`src/rtl/r_wb_arbiter.sv`:
```
// Write-back arbiter feeding the R register: buffers one value each from ALU, AC and MEM,
// issues one aged/priority-ordered write per cycle. Optional forwarding port: RWB_FWD_EN.
module r_wb_arbiter #(
    parameter int DW           = 16,
    parameter int STARVE_LIMIT = 4
) (
    input  logic          clk,
    input  logic          rst_n,
    input  logic          alu_valid,
    input  logic [DW-1:0] alu_data,
    output logic          alu_ready,
    input  logic          ac_valid,
    input  logic [DW-1:0] ac_data,
    output logic          ac_ready,
    input  logic          mem_valid,
    input  logic [DW-1:0] mem_data,
    output logic          mem_ready,
    input  logic          stall,
    output logic [DW-1:0] data_out,
    output logic          ALU_write_en,
    output logic          ac_to_r,
    output logic          reg_write_en,
    output logic          busy
`ifdef RWB_FWD_EN
    ,
    output logic          fwd_valid,
    output logic [DW-1:0] fwd_data
`endif
);

    typedef enum logic {
        EMPTY   = 1'b0,
        PENDING = 1'b1
    } slot_t;

    // Source index order doubles as priority order: 0=ALU, 1=AC, 2=MEM.
    slot_t         state_q [3];
    slot_t         state_d [3];
    logic [DW-1:0] buf_q   [3];
    logic [DW-1:0] buf_d   [3];
    logic [3:0]    age_q   [3];
    logic [3:0]    age_d   [3];
    logic [DW-1:0] in_data [3];
    logic [2:0]    in_valid;
    logic [2:0]    pend;
    logic [2:0]    aged;
    logic [2:0]    sel;
    logic [2:0]    grant;
    logic [2:0]    ready;
    logic [DW-1:0] gnt_data;
    logic [DW-1:0] data_out_q;
    logic [DW-1:0] data_out_d;
    logic [2:0]    strobe_q;
    logic [2:0]    strobe_d;

    assign in_valid   = {mem_valid, ac_valid, alu_valid};
    assign in_data[0] = alu_data;
    assign in_data[1] = ac_data;
    assign in_data[2] = mem_data;

    always_comb begin
        pend = '0;
        aged = '0;
        for (int unsigned i = 0; i < 3; i++) begin
            pend[i] = (state_q[i] == PENDING);
            aged[i] = pend[i] && (age_q[i] >= 4'(STARVE_LIMIT));
        end
    end

    // Lowest set bit of the candidate set wins; aged sources pre-empt plain pending ones.
    assign sel   = (|aged) ? aged : pend;
    assign grant = stall ? 3'b000 : (sel & (~sel + 3'd1));
    assign ready = ~pend | grant;

    always_comb begin
        gnt_data = buf_q[0];
        if (grant[1]) gnt_data = buf_q[1];
        if (grant[2]) gnt_data = buf_q[2];
    end

    always_comb begin
        for (int unsigned i = 0; i < 3; i++) begin
            state_d[i] = state_q[i];
            buf_d[i]   = buf_q[i];
            age_d[i]   = age_q[i];
            if (in_valid[i] && ready[i]) begin
                state_d[i] = PENDING;
                buf_d[i]   = in_data[i];
            end else if (grant[i]) begin
                state_d[i] = EMPTY;
            end
            if (!stall) begin
                if (!pend[i] || grant[i]) age_d[i] = '0;
                else if (age_q[i] != 4'hF) age_d[i] = age_q[i] + 4'd1;
            end
        end
    end

    always_comb begin
        data_out_d = data_out_q;
        strobe_d   = grant;
        if (|grant) data_out_d = gnt_data;
    end

    always_ff @(posedge clk or negedge rst_n) begin
        if (!rst_n) begin
            for (int unsigned i = 0; i < 3; i++) begin
                state_q[i] <= EMPTY;
                buf_q[i]   <= '0;
                age_q[i]   <= '0;
            end
            data_out_q <= '0;
            strobe_q   <= '0;
        end else begin
            for (int unsigned i = 0; i < 3; i++) begin
                state_q[i] <= state_d[i];
                buf_q[i]   <= buf_d[i];
                age_q[i]   <= age_d[i];
            end
            data_out_q <= data_out_d;
            strobe_q   <= strobe_d;
        end
    end

    assign alu_ready    = ready[0];
    assign ac_ready     = ready[1];
    assign mem_ready    = ready[2];
    assign data_out     = data_out_q;
    assign ALU_write_en = strobe_q[0];
    assign ac_to_r      = strobe_q[1];
    assign reg_write_en = strobe_q[2];
    assign busy         = |pend;

`ifdef RWB_FWD_EN
    assign fwd_valid = |grant;
    assign fwd_data  = gnt_data;
`endif

endmodule
```
`config.mk`:
```
export PLATFORM = sky130hd
export DESIGN_NAME = r_wb_arbiter
export DESIGN_NICKNAME = d
export VERILOG_FILES = /design/src/rtl/r_wb_arbiter.sv
export SDC_FILE = /design/constraint.sdc
export NUM_CORES = 1
export LEC_CHECK = 0
export CAP_MARGIN = 20
export CORE_MARGIN = 1
export CORE_UTILIZATION = 25
export DETAILED_ROUTE_END_ITERATION = 8
export PLACE_DENSITY = 0.53
export SLEW_MARGIN = 20
export SYNTH_ARGS = -nofsm -noshare
export SYNTH_HDL_FRONTEND = slang
export SYNTH_SLANG_ARGS = --single-unit
```
`constraint.sdc`:
```
create_clock -name clk -period 3.5 [get_ports clk]
set_input_delay 0.525 -clock clk [delete_from_list [all_inputs] [get_ports clk]]
set_output_delay 0.525 -clock clk [all_outputs]
set_load 0.01 [all_outputs]
```
## After elaboration in Yosys (flattened, before gate mapping)

Cells that the tools add are included.

- Register bits: 82
- Input port bits: 54
- Output and inout bits: 23
- Word-level logic and storage cells: 66

- Add/sub/neg operators: 4
- Order comparisons: 3
- Eq/ne operators: 3
- Muxes and demuxes: 16
- Bitwise logic cells: 5
- Reduce and logical (&&, ||, !) cells: 24

Operator list:

| operator | number |
|---|---|
| 16-bit 2-to-1 mux | 2 |
| 4-bit 2-to-1 mux | 6 |
| 4-bit by 1-bit adder with 4-bit output (second input constant) | 3 |
| 4-bit by 3-bit greater-or-equal comparator with 1-bit output (second input constant) | 3 |
| 4-bit != test (second input constant) | 3 |
| 2-bit nonzero test | 6 |
| 3-bit OR reduction | 3 |
| 1-bit logical AND | 6 |
| 1-bit 2-to-1 mux | 6 |
| 3-bit 2-to-1 mux | 2 |
| 3-bit inverter | 2 |
| 2-bit AND reduction | 3 |
| 3-bit by 1-bit adder with 3-bit output (second input constant) | 1 |
| 3-bit AND | 1 |
| 1-bit logical NOT | 3 |
| 1-bit logical OR | 3 |
| 3-bit bitwise OR | 1 |
| 1-bit inverter | 1 |

## Depth between registers and ports, before layout

- Depth after elaboration: 11
- Gate-level depth with buffers: 7
- Depth with buffers taken out: 6

## Worst setup path before layout

No wires, ideal clock.

- Path kind: reg2reg
- From: register age_q[7] (netlist name)
- To: register buf_q[22] (netlist name)
- Setup time: 0.125 ns
- Arrival time: 1.590 ns
- Data required time: 3.375 ns
- Path slack: 1.785 ns
- Stages on the path, launching flop included: 8
- Buffers on the path: 2
- Clock period less this slack: 1.715 ns
- Path through: dfrtp_1 > o21ai_4 > o21ai_1 > a21bo_2 > buf_6 > nand2_8 > buf_12 > mux2_4

- Longest elaborated chain between the ends: 10

Ends and longest elaborated chain:

| element | line | source |
|---|---|---|
| start, declared | 41 | `logic [3:0] age_q [3];` |
| start signal, assigned by index | 118 | `age_q[i] <= age_d[i];` |
| 4-bit by 3-bit greater-or-equal comparator with 1-bit output (*) | 66 | `aged[i] = pend[i] && (age_q[i] >= 4'(STARVE_LIMIT));` |
| 1-bit logical AND (*) | 66 |  |
| 3-bit OR reduction | 71 | `assign sel = (\|aged) ? aged : pend;` |
| 3-bit 2-to-1 mux (*) | 71 |  |
| 3-bit inverter | 72 | `assign grant = stall ? 3'b000 : (sel & (~sel + 3'd1));` |
| 3-bit by 1-bit adder with 3-bit output | 72 |  |
| 3-bit AND (*) | 72 |  |
| 3-bit 2-to-1 mux (*) | 72 |  |
| 3-bit bitwise OR (*) | 73 | `assign ready = ~pend \| grant;` |
| net ac_ready | 14 | `output logic ac_ready,` |
| 1-bit logical AND (*) | 86 | `if (in_valid[i] && ready[i]) begin` |
| end signal, assigned by index | 117 | `buf_q[i] <= buf_d[i];` |
| end, declared | 39 | `logic [DW-1:0] buf_q [3];` |

The timed path passes the listed nets; every way through them passes the cells marked *.
A chain may end at the register's enable or synchronous reset.

## Worst setup path in the final report

- From: input stall
- To: output ac_ready

- Longest elaborated chain between the ends: 2

Ends and longest elaborated chain:

| element | line | source |
|---|---|---|
| start, declared | 18 | `input logic stall,` |
| 3-bit 2-to-1 mux | 72 |  |
| 3-bit bitwise OR | 73 |  |
| end, declared | 14 |  |

Every way passes these cells.

==> metrics.log <==
INFO  metric outcome = finished clean
INFO  metric placement.cell_area = 4640 um^2
INFO  metric globalRoute.totalOverflow = 0
INFO  metric holdCritPathClass = in2async
INFO  metric worstMarginPinSlew = 0.740 ns
INFO  metric synth.most_common_cell = sky130_fd_sc_hd__dfrtp_1
INFO  metric area_of_the_die = 15500 um^2
INFO  metric crit_path_start = stall
INFO  metric floorplan.rows = 44
INFO  metric cts.path.max_buffers = 2
INFO  metric floorplan.io_pins = 77
INFO  metric timing.critical_path.buf_inv = 3
INFO  metric fin_skew = 0.00814 ns
INFO  metric detailedRoute.firstIterationViolations = 99
INFO  metric final_antenna_net_count = 0
INFO  metric chipWidth = 124 um
INFO  metric power.density = 909 nW/um^2
INFO  metric synthesized_nets = 351
INFO  metric route.detailed.drc = 0
INFO  metric worst_path_dominant_cell_family = buffers and inverters
INFO  metric crit_path_end_kind = output pin
INFO  metric share_of_post_route_cells_with_drive_strength_above_1 = 21.5%
INFO  metric cts_repair_resize_count = 0
INFO  metric setup_ws = 0.690 ns
INFO  metric seqCellArea = 2050 um^2
INFO  metric chipHeight = 124 um
INFO  metric final_max_slew_viol_count = 0
INFO  metric cts.clk_slew.worst_paths = 0.06 ns
INFO  metric place_ws = 0.665 ns
INFO  metric slowest_cell_delay_on_critical_path = 0.58 ns
INFO  metric worst_skew_pair.late_latency = 0.34 ns
INFO  metric nNetsFinal = 428
INFO  metric crit_path_end = ac_ready
INFO  metric synth_async_sr_flop_share = 100%
INFO  metric number_of_synthesized_flops_with_an_enable_pin = 0
INFO  metric placed_instances = 544
INFO  metric drt_first_pass_iters = 4
INFO  metric gp_congestion = 0.689
INFO  metric clock_tree.root_cell = sky130_fd_sc_hd__clkbuf_16
INFO  metric final.fill_count = 1414
INFO  metric fin_setup_tns = 0 ns
INFO  metric hpwlAfterDp = 6350 um
INFO  metric timing.max_cap.violations = 0
INFO  metric floorplan.core_area = 14600 um^2
INFO  metric num_vias = 2509
INFO  metric setup_viol = 0
INFO  metric top_post_synthesis_cells_by_area = sky130_fd_sc_hd__dfrtp_1 (55%), sky130_fd_sc_hd__mux2_4 (12%), sky130_fd_sc_hd__mux2_2 (5.4%)
INFO  metric mean_instance_size_in_the_synthesized_netlist = 12.7 um^2
INFO  metric yosysTopAreaCell = sky130_fd_sc_hd__dfrtp_1
INFO  metric wl_per_cell = 15.3 um
INFO  metric worst-setup-path-type = in2out
INFO  metric instances_no_fill = 560
INFO  metric slowest_stage = sky130_fd_sc_hd__clkdlybuf4s50_1
INFO  metric cts_inserted_buffers = 9
INFO  metric cts.htree.levels = 3
INFO  metric portion_of_synthesized_cell_area_occupied_by_the_leading_cell_type = 54.8%
INFO  metric dominantRegCellSynth = sky130_fd_sc_hd__dfrtp_1
INFO  metric start_of_the_worst_register_to_register_path = pend[0]
INFO  metric antennaDiodeCount = 0
INFO  metric maxSlewHeadroom = 50.7%
INFO  metric whs = 0.219 ns
INFO  metric timing.critical_path.depth = 5
INFO  metric timing.critical_path.from_type = input pin
INFO  metric grt_setup_unrepaired = false
INFO  metric grt_usage = 12.1%
INFO  metric data_arrival_time_of_the_critical_path = 2.28 ns
INFO  metric critical_path.max_fanout = 13
INFO  metric via_count_of_the_first_global_routing_pass = 2672
INFO  metric timing.reg2reg.setup_slack = 1.37 ns
INFO  metric hold_viol_final = 0
INFO  metric post-route-cell-area = 4950 um^2
INFO  metric clkSinkCount = 82
INFO  metric cts_tree = yes
INFO  metric seq_area_frac_synth = 54.8%
INFO  metric cell_area_synth = 3740 um^2
INFO  metric cts_hold_repair.buffers = 0
INFO  metric largest_net_degree_at_the_start_of_global_routing = 83
INFO  metric routed_via_density = 4.48
INFO  metric crit_path_frequent_cell = sky130_fd_sc_hd__clkdlybuf4s50_1
INFO  metric timing.fmax = 356 MHz
INFO  metric critPathRequiredTime = 2.97 ns
INFO  metric route.final.wire_length = 8570 um
INFO  metric post_cts_buffers = 0
INFO  metric part_of_the_cycle_the_worst_path_needs = 80.3%
INFO  metric grt_antenna_before_repair = 0
INFO  metric r2r_cells = 6
INFO  metric reg2reg_to = data_out[3]
INFO  metric place.port_buffers = 76
INFO  metric ys_top_cells_by_count = sky130_fd_sc_hd__dfrtp_1 (82), sky130_fd_sc_hd__nand2_1 (31), sky130_fd_sc_hd__mux2_4 (30)
INFO  metric synth_cell_type_count = 49
INFO  metric cellLeakagePower = 2.11 nW
INFO  metric post-route-min-period = 2.81 ns
INFO  metric irDropWorstVdd = 0.278 mV
INFO  metric floorplan.initialDensity = 25.6%
INFO  metric grt_first_pass_wirelength = 14700 um
INFO  metric total_of_flip_flops_plus_latches_after_synthesis = 82
INFO  metric flow.area_growth_from_synthesis = 32.3%
INFO  metric synth-warning-count = 0
INFO  metric syn_inst_count = 294
INFO  metric crit_chain = clkdlybuf4s50_1, inv_1, and2_4, a21bo_2, clkdlybuf4s50_1
INFO  metric multiInputGateArea = 1560 um^2
[where the power goes]
| part | internal, mW | switching (mW) |
|---|---|---|
| clock network | 0.560 | 0.396 |
| registers | 1.42 | 0.327 |
| logic | 1.02 | 0.773 |
[worst min-delay path by stage]
stage                       end     start  slack (ns)
finish                buf_q[15]     rst_n        0.22
detailed placement  data_out[5]  buf_q[5]        0.47
floorplan              age_q[0]     rst_n        0.23
global route        data_out[4]     rst_n        0.29
global placement    data_out[1]  buf_q[1]        0.45
CTS                   buf_q[12]     rst_n        0.42
[cells in the final DEF, fill, tap and decap left out, types with 2 or more instances in the layout]
cell type / synthesis / routed
sky130_fd_sc_hd__a21boi_0: 9 / 9
sky130_fd_sc_hd__a21oi_1: 3 / 3
sky130_fd_sc_hd__a31oi_1: 17 / 17
sky130_fd_sc_hd__and3_1: 2 / 2
sky130_fd_sc_hd__buf_4: 0 / 4
sky130_fd_sc_hd__clkbuf_16: 0 / 9
sky130_fd_sc_hd__clkdlybuf4s50_1: 0 / 75
sky130_fd_sc_hd__clkinv_1: 2 / 2
sky130_fd_sc_hd__clkinv_2: 0 / 2
sky130_fd_sc_hd__clkinv_4: 0 / 2
sky130_fd_sc_hd__dfrtp_1: 82 / 82
sky130_fd_sc_hd__ha_1: 3 / 3
sky130_fd_sc_hd__inv_1: 2 / 2
sky130_fd_sc_hd__mux2_2: 18 / 18
sky130_fd_sc_hd__mux2_4: 30 / 30
sky130_fd_sc_hd__nand2_1: 31 / 31
sky130_fd_sc_hd__nand2_8: 2 / 2
sky130_fd_sc_hd__nand2b_1: 5 / 5
sky130_fd_sc_hd__nand3_1: 4 / 4
sky130_fd_sc_hd__nor2_1: 6 / 6
sky130_fd_sc_hd__nor3_1: 4 / 4
sky130_fd_sc_hd__nor3b_1: 2 / 2
sky130_fd_sc_hd__o21a_1: 2 / 2
sky130_fd_sc_hd__o21ai_0: 20 / 20
sky130_fd_sc_hd__o21ai_1: 5 / 5
sky130_fd_sc_hd__o22ai_1: 7 / 7
[logic make-up after synthesis]
logic type / after synthesis / share of synthesized area [%]
flip-flops: 82 / 54.8
AO/OA/AOI/OAI: 78 / 14.0
AND/OR/NAND/NOR: 65 / 9.23
multiplexers: 48 / 17.5
buffers and inverters: 18 / 3.48
adder cells (fa/ha/maj): 3 / 1.00
[flip-flops by register name, summed over array words and instances (netlist names)]
| signal | flops |
|---|---|
| strobe_q | 3 |
| buf_q | 48 |
| pend | 3 |
| age_q | 12 |
| data_out | 16 |
[per-layer routing]
metal | wire length (um) | track usage, % | share of wire (%) | vias up
li1 | - | - | - | 1222
met1 | 4360 | 17.1 | 51 | 1215
met2 | 3770 | 18.1 | 44 | 63
met3 | 311 | 2.41 | 3.6 | 9
met4 | 139 | 4.68 | 1.6 | 0
met5 | 0 | 0 | 0 | -
[area by class of cell]
cell class                      count  area share (%)
Sequential cell                    82            41.4
Clock inverter                      7            1.57
Clock buffer                        9            4.55
Tap cell                          184            4.65
Timing Repair Buffer               80            16.0
Inverter                            4           0.303
Multi-Input combinational cell    194            31.5
[metrics by stage]
step / util (%) / power (mW)
4_1_cts: 33.9 / 4.56
3_3_place_gp: 31.8 / 3.53
2_1_floorplan: - / 2.97
6_report: 33.9 / 4.50
3_5_place_dp: 31.8 / 3.57
5_1_grt: 33.9 / 4.82
(Power assumes the default switching activity.)
